<file path="config.mk">
export PLATFORM = sky130hd
export DESIGN_NAME = demux_1in_4out
export DESIGN_NICKNAME = d
export VERILOG_FILES = /design/src/rtl/demux_pkg.sv /design/src/rtl/demux_rr_ptr.sv /design/src/rtl/demux_1in_4out.sv
export SDC_FILE = /design/constraint.sdc
export NUM_CORES = 1
export LEC_CHECK = 0
export CORE_ASPECT_RATIO = 0.5
export CORE_UTILIZATION = 35
export CTS_CLUSTER_SIZE = 30
export DETAILED_ROUTE_END_ITERATION = 10
export PLACE_DENSITY = 0.69
export SETUP_SLACK_MARGIN = 0.3
export SYNTH_ARGS = -nofsm -noshare
export SYNTH_HDL_FRONTEND = slang
export SYNTH_SLANG_ARGS = --single-unit
export TNS_END_PERCENT = 10
</file>
<file path="constraint.sdc">
create_clock -name clk -period 1.8 [get_ports clk]
set_clock_uncertainty 0.1 [all_clocks]
set_input_delay 0.27 -clock clk [delete_from_list [all_inputs] [get_ports clk]]
set_output_delay 0.27 -clock clk [all_outputs]
set_load 0.1 [all_outputs]
</file>
<file path="src/rtl/demux_pkg.sv">
// Shared types and helpers for the registered 1-to-4 stream demultiplexer.
// Optional build macro DEMUX_AUTO_SEL_EN selects round-robin steering.
package demux_pkg;

    localparam int NCH   = 4;
    localparam int SEL_W = 2;

    typedef enum logic {
        EMPTY = 1'b0,
        FULL  = 1'b1
    } state_e;

    function automatic logic [NCH-1:0] onehot4(
        input logic [SEL_W-1:0] s
    );
        return 4'b0001 << s;
    endfunction

endpackage

</file>
<file path="src/rtl/demux_rr_ptr.sv">
// Two-bit wrapping destination pointer, advanced once per accepted beat.
// Only built when DEMUX_AUTO_SEL_EN is defined.
module demux_rr_ptr
    import demux_pkg::*;
(
    input  logic             clk,
    input  logic             rst,
    input  logic             en_i,
    output logic [SEL_W-1:0] ptr_o
);

    logic [SEL_W-1:0] ptr_q;
    logic [SEL_W-1:0] ptr_d;

    // Advance on enable; natural 2-bit overflow gives the 3->0 wrap.
    always_comb begin
        ptr_d = ptr_q;
        if (en_i) begin
            ptr_d = ptr_q + SEL_W'(1);
        end
    end

    // Pointer register, cleared by synchronous reset.
    always_ff @(posedge clk) begin
        if (rst) begin
            ptr_q <= '0;
        end else begin
            ptr_q <= ptr_d;
        end
    end

    assign ptr_o = ptr_q;

endmodule

</file>
<file path="src/rtl/demux_1in_4out.sv">
// Registered 1-to-4 valid/ready demultiplexer with per-channel beat counters.
// Macro DEMUX_AUTO_SEL_EN: steer by internal round-robin pointer instead of sel.
module demux_1in_4out
    import demux_pkg::*;
#(
    parameter int WIDTH = 1,
    parameter int CNT_W = 8
) (
    input  logic                 clk,
    input  logic                 rst,
    input  logic [WIDTH-1:0]     I,
    input  logic [SEL_W-1:0]     sel,
    input  logic                 in_valid,
    output logic                 in_ready,
    output logic [WIDTH-1:0]     Q,
    output logic [NCH-1:0]       q_valid,
    input  logic [NCH-1:0]       q_ready,
    output logic [NCH*CNT_W-1:0] cnt
);

    state_e               state_q;
    state_e               state_d;
    logic [WIDTH-1:0]     data_q;
    logic [WIDTH-1:0]     data_d;
    logic [NCH-1:0]       vld_q;
    logic [NCH-1:0]       vld_d;
    logic [NCH*CNT_W-1:0] cnt_q;
    logic [NCH*CNT_W-1:0] cnt_d;

    logic [NCH-1:0]       fire_ch;
    logic                 fire;
    logic                 take;
    logic [SEL_W-1:0]     dest;

    // Ready on a non-pending channel is masked out by vld_q.
    assign fire_ch  = vld_q & q_ready;
    assign fire     = |fire_ch;
    assign in_ready = (state_q == EMPTY) | fire;
    assign take     = in_valid & in_ready;

`ifdef DEMUX_AUTO_SEL_EN
    logic [SEL_W-1:0] rr_ptr;
    logic             unused_sel;

    assign unused_sel = ^sel;

    demux_rr_ptr u_rr_ptr (
        .clk   (clk),
        .rst   (rst),
        .en_i  (take),
        .ptr_o (rr_ptr)
    );

    assign dest = rr_ptr;
`else
    assign dest = sel;
`endif

    // State register; reset also drops any beat offered this cycle.
    always_ff @(posedge clk) begin
        if (rst) begin
            state_q <= EMPTY;
        end else begin
            state_q <= state_d;
        end
    end

    // Next state: fill on accept, drain when the beat leaves with no refill.
    always_comb begin
        state_d = state_q;
        unique case (state_q)
            EMPTY: begin
                if (take) begin
                    state_d = FULL;
                end
            end
            FULL: begin
                if (fire && !take) begin
                    state_d = EMPTY;
                end
            end
            default: begin
                state_d = EMPTY;
            end
        endcase
    end

    // Output register next values: load on accept, clear valid on drain.
    always_comb begin
        data_d = data_q;
        vld_d  = vld_q;
        if (take) begin
            data_d = I;
            vld_d  = onehot4(dest);
        end else if (fire) begin
            vld_d  = '0;
        end
    end

    // Per-channel delivered-beat counters; overflow wraps silently.
    always_comb begin
        cnt_d = cnt_q;
        for (int n = 0; n < NCH; n++) begin
            cnt_d[n*CNT_W +: CNT_W] =
                cnt_q[n*CNT_W +: CNT_W] + CNT_W'(fire_ch[n]);
        end
    end

    // Data, valid and counter registers.
    always_ff @(posedge clk) begin
        if (rst) begin
            data_q <= '0;
            vld_q  <= '0;
            cnt_q  <= '0;
        end else begin
            data_q <= data_d;
            vld_q  <= vld_d;
            cnt_q  <= cnt_d;
        end
    end

    assign Q       = data_q;
    assign q_valid = vld_q;
    assign cnt     = cnt_q;

endmodule

</file>
==> metrics.txt <==
Non-Filler Instances=a little under 300; maximum clock insertion buffer count=2; Global Route Usage Sum=approximately 17%; worst min path class=register to register; violations in the final reports=negative setup slack; maximum clock frequency=554 MHz; Sink Count=38; die extent in y=~50 um; area of the die=4780 sq um; synthesis-to-finish area growth=88.8%; leakage power summed over all cells=between 1 and 1.5 nW; post-detailed-route DRC marker count=0; routed via count divided by cell count=5.08; status=finished, violations left; fraction of layout instances using a drive strength above 1=between 50% and 60%; sum of overflow across all layers after global routing=0; final weighted congestion of routability-driven global placement=slightly above 0.8; root buffer selected by CTS=sky130_fd_sc_hd__clkbuf_8; sequential share of the synthesized area=48.4%; post-detailed-route count of antenna-violating nets=0; critical path capture point type=output port; actual transition at the worst max-transition pin=around 0.37 ns; Setup WS post-layout=-0.00644 ns; via count of the first global-routing pass=between 1000 and 1500; I/O Buffers=between 40 and 50; final hold violation count=0; endpoint arrival time on the critical path=approximately 1.4 ns; die extent in x=96.8 um; Std-Cell Rows=16; detailed-route via count=roughly 1500; number of nets in the layout=~250; net count after synthesis=about 190; Final Cycle Share=100%; Setup Viol. Count Final=1; maximum number of pins on one net before global-route repair=32; Max Transition Viols Final=0; critical path peak fanout=4; cell count after placement=around 280; number of buffers inserted by hold repair at cts=0; crit path launch type=register; remaining max-slew budget at the tightest pin=roughly 76%; wire length of the first global-routing pass=6.31 mm; Num CTS Buffers=5; total I/O pin count=between 40 and 50; antenna diode count=0; setup repair after global routing missed its margin=true; total wire length after detailed routing=about 4.1 mm; Gate Count Post-Synth=roughly 170; wire length per cell=approximately 14 um; first drt pass iteration count=4; Seq cells post-synth=38; combined area of all synthesized cells=around 1600 sq um; Iter 0 DRT Violations=17; Power Dens Cells=571 nW/um^2; initial core utilization=about two fifths; Min Clock Period, post-route=approximately 1.8 ns; Clock Latency Late Sink=slightly below 0.3 ns; number of distinct library cells after synthesis=25; core outline area=a little over 4000 sq um; Synth Warn #=0; Post-Syn Area per Cell=slightly above 9 sq um; number of max-capacitance violations reported=0; placed wire-length estimate after detailed placement=between 2 and 3 mm; H-Tree Depth=2; clock tree from TritonCTS=done; worst-case vdd ir drop=~0.35 mV; clock-pin slew reported for the worst setup and hold paths after clock tree synthesis=0.08 ns; Crit Path Class=register to output port; worst slack at placement=-0.128 ns; initial antenna violation count=0; data required time at the worst endpoint=1.43 ns
==> cell usage in the layout (no fill, tap or decap), types with 5 or more instances in the layout <==
cell type / n
sky130_fd_sc_hd__nand3_1: 7
sky130_fd_sc_hd__nor2_1: 14
sky130_fd_sc_hd__ha_4: 8
sky130_fd_sc_hd__clkdlybuf4s50_1: 5
sky130_fd_sc_hd__nor2b_1: 9
sky130_fd_sc_hd__or3_4: 5
sky130_fd_sc_hd__a21oi_1: 7
sky130_fd_sc_hd__dfxtp_2: 24
sky130_fd_sc_hd__dfxtp_4: 8
sky130_fd_sc_hd__buf_12: 38
sky130_fd_sc_hd__nand2_1: 7
sky130_fd_sc_hd__clkbuf_8: 6
sky130_fd_sc_hd__or3_1: 8
sky130_fd_sc_hd__dfxtp_1: 6
sky130_fd_sc_hd__o21ai_0: 11
sky130_fd_sc_hd__xor2_1: 8
sky130_fd_sc_hd__a21oi_2: 6
sky130_fd_sc_hd__buf_4: 15
==> metal layers <==
metal	global-route usage (%)	wire length, um
met4	9.95	78
met1	18.0	1710
met2	31.5	2160
met3	4.58	115
met5	0	0
==> state kept, by name, indices dropped and copies added, names as in the netlist <==
signal and count:
state_q 1, cnt 32, Q 1, q_valid 4
==> logic make-up after synthesis <==
| group | count (synthesis) | share of synthesized area [%] |
|---|---|---|
| fa+ha+maj | 8 | 6.36 |
| buf+inv | 8 | 1.99 |
| simple gates | 69 | 23.1 |
| flops | 38 | 48.4 |
| compound gates | 34 | 13.5 |
| xor+xnor | 12 | 6.68 |
==> what timing repair did <==
action                                  in CTS  in global routing
endpoints found under the setup margin      21                 21
setup buffers                                2                  2
pin swaps                                   13                 17
resized for setup                           25                 13
==> power by group <==
part / total (mW) / internal [mW] / leakage [nW] / switching [mW]
logic: 0.223 / 0.0910 / 0.686 / 0.132
clock network: 0.616 / 0.308 / 0.0472 / 0.308
registers: 0.857 / 0.843 / 0.326 / 0.0139
==> worst max-delay path, stage by stage (launching register included) <==
cell	delay, ns
sky130_fd_sc_hd__dfxtp_4	0.37
sky130_fd_sc_hd__a22o_1	0.24
sky130_fd_sc_hd__or3_4	0.36
sky130_fd_sc_hd__buf_12	0.18
==> metrics by stage <==
| step | instance area, sq um | util [%] | hold WS, ns | TNS (ns) | total power, mW |
|---|---|---|---|---|---|
| 5_1_grt | 2970 | 72.3 | 0.431 | -0.0497 | 1.75 |
| 2_1_floorplan | 1690 | - | 0.342 | 0 | 1.00 |
| 3_5_place_dp | 2670 | 65.2 | 0.402 | -1.45 | 1.08 |
| 3_3_place_gp | 2670 | 65.2 | 0.392 | -0.973 | 1.08 |
| 6_report | 2970 | 72.3 | 0.419 | -0.00644 | 1.70 |
| 4_1_cts | 2900 | 70.7 | 0.417 | -0.0461 | 1.70 |
==> final cells by class <==
cell class | instances | area, sq um
Sequential cell | 38 | 821
Clock buffer | 6 | 82.6
Inverter | 3 | 11.3
Tap cell | 54 | 67.6
Clock inverter | 2 | 12.5
Timing Repair Buffer | 64 | 981
Multi-Input combinational cell | 123 | 993
Fill cell | 283 | 1130
==> final timing paths <==
| check | cells after the start | startpoint | to | slack [ns] |
|---|---|---|---|---|
| setup / recovery | 3 | q_valid[0] | in_ready | -0.006 |
| hold / removal | 1 | q_valid[2] | q_valid[2] | 0.42 |
| setup reg to reg | 5 | q_valid[0] | q_valid[3] | 0.12 |
| hold reg to reg | 1 | q_valid[2] | q_valid[2] | 0.42 |
==> Yosys cell counts <==
master	number	area, sq um
sky130_fd_sc_hd__nand2_1	9	33.8
sky130_fd_sc_hd__a2111oi_2	1	15.0
sky130_fd_sc_hd__a21oi_1	13	65.1
sky130_fd_sc_hd__a32o_1	4	40.0
sky130_fd_sc_hd__nor2b_1	9	56.3
sky130_fd_sc_hd__and2_1	5	31.3
sky130_fd_sc_hd__xor2_1	8	70.1
sky130_fd_sc_hd__a22o_1	2	17.5
sky130_fd_sc_hd__clkbuf_1	1	3.75
sky130_fd_sc_hd__nor2_1	14	52.6
sky130_fd_sc_hd__nand3_1	13	65.1
sky130_fd_sc_hd__inv_2	1	3.75
sky130_fd_sc_hd__ha_1	8	100
sky130_fd_sc_hd__a31oi_1	1	6.26
sky130_fd_sc_hd__xnor2_1	4	35.0
sky130_fd_sc_hd__o2111ai_1	1	8.76
sky130_fd_sc_hd__buf_1	3	11.3
sky130_fd_sc_hd__inv_1	2	7.51
sky130_fd_sc_hd__or3_1	13	81.3
sky130_fd_sc_hd__dfxtp_1	38	761
sky130_fd_sc_hd__nor4bb_1	1	10.0
sky130_fd_sc_hd__or4_1	1	7.51
sky130_fd_sc_hd__nand4_1	4	25.0
sky130_fd_sc_hd__o21ai_0	12	60.1
sky130_fd_sc_hd__buf_2	1	5.00
Note: power is estimated with default switching activity, not from simulation.
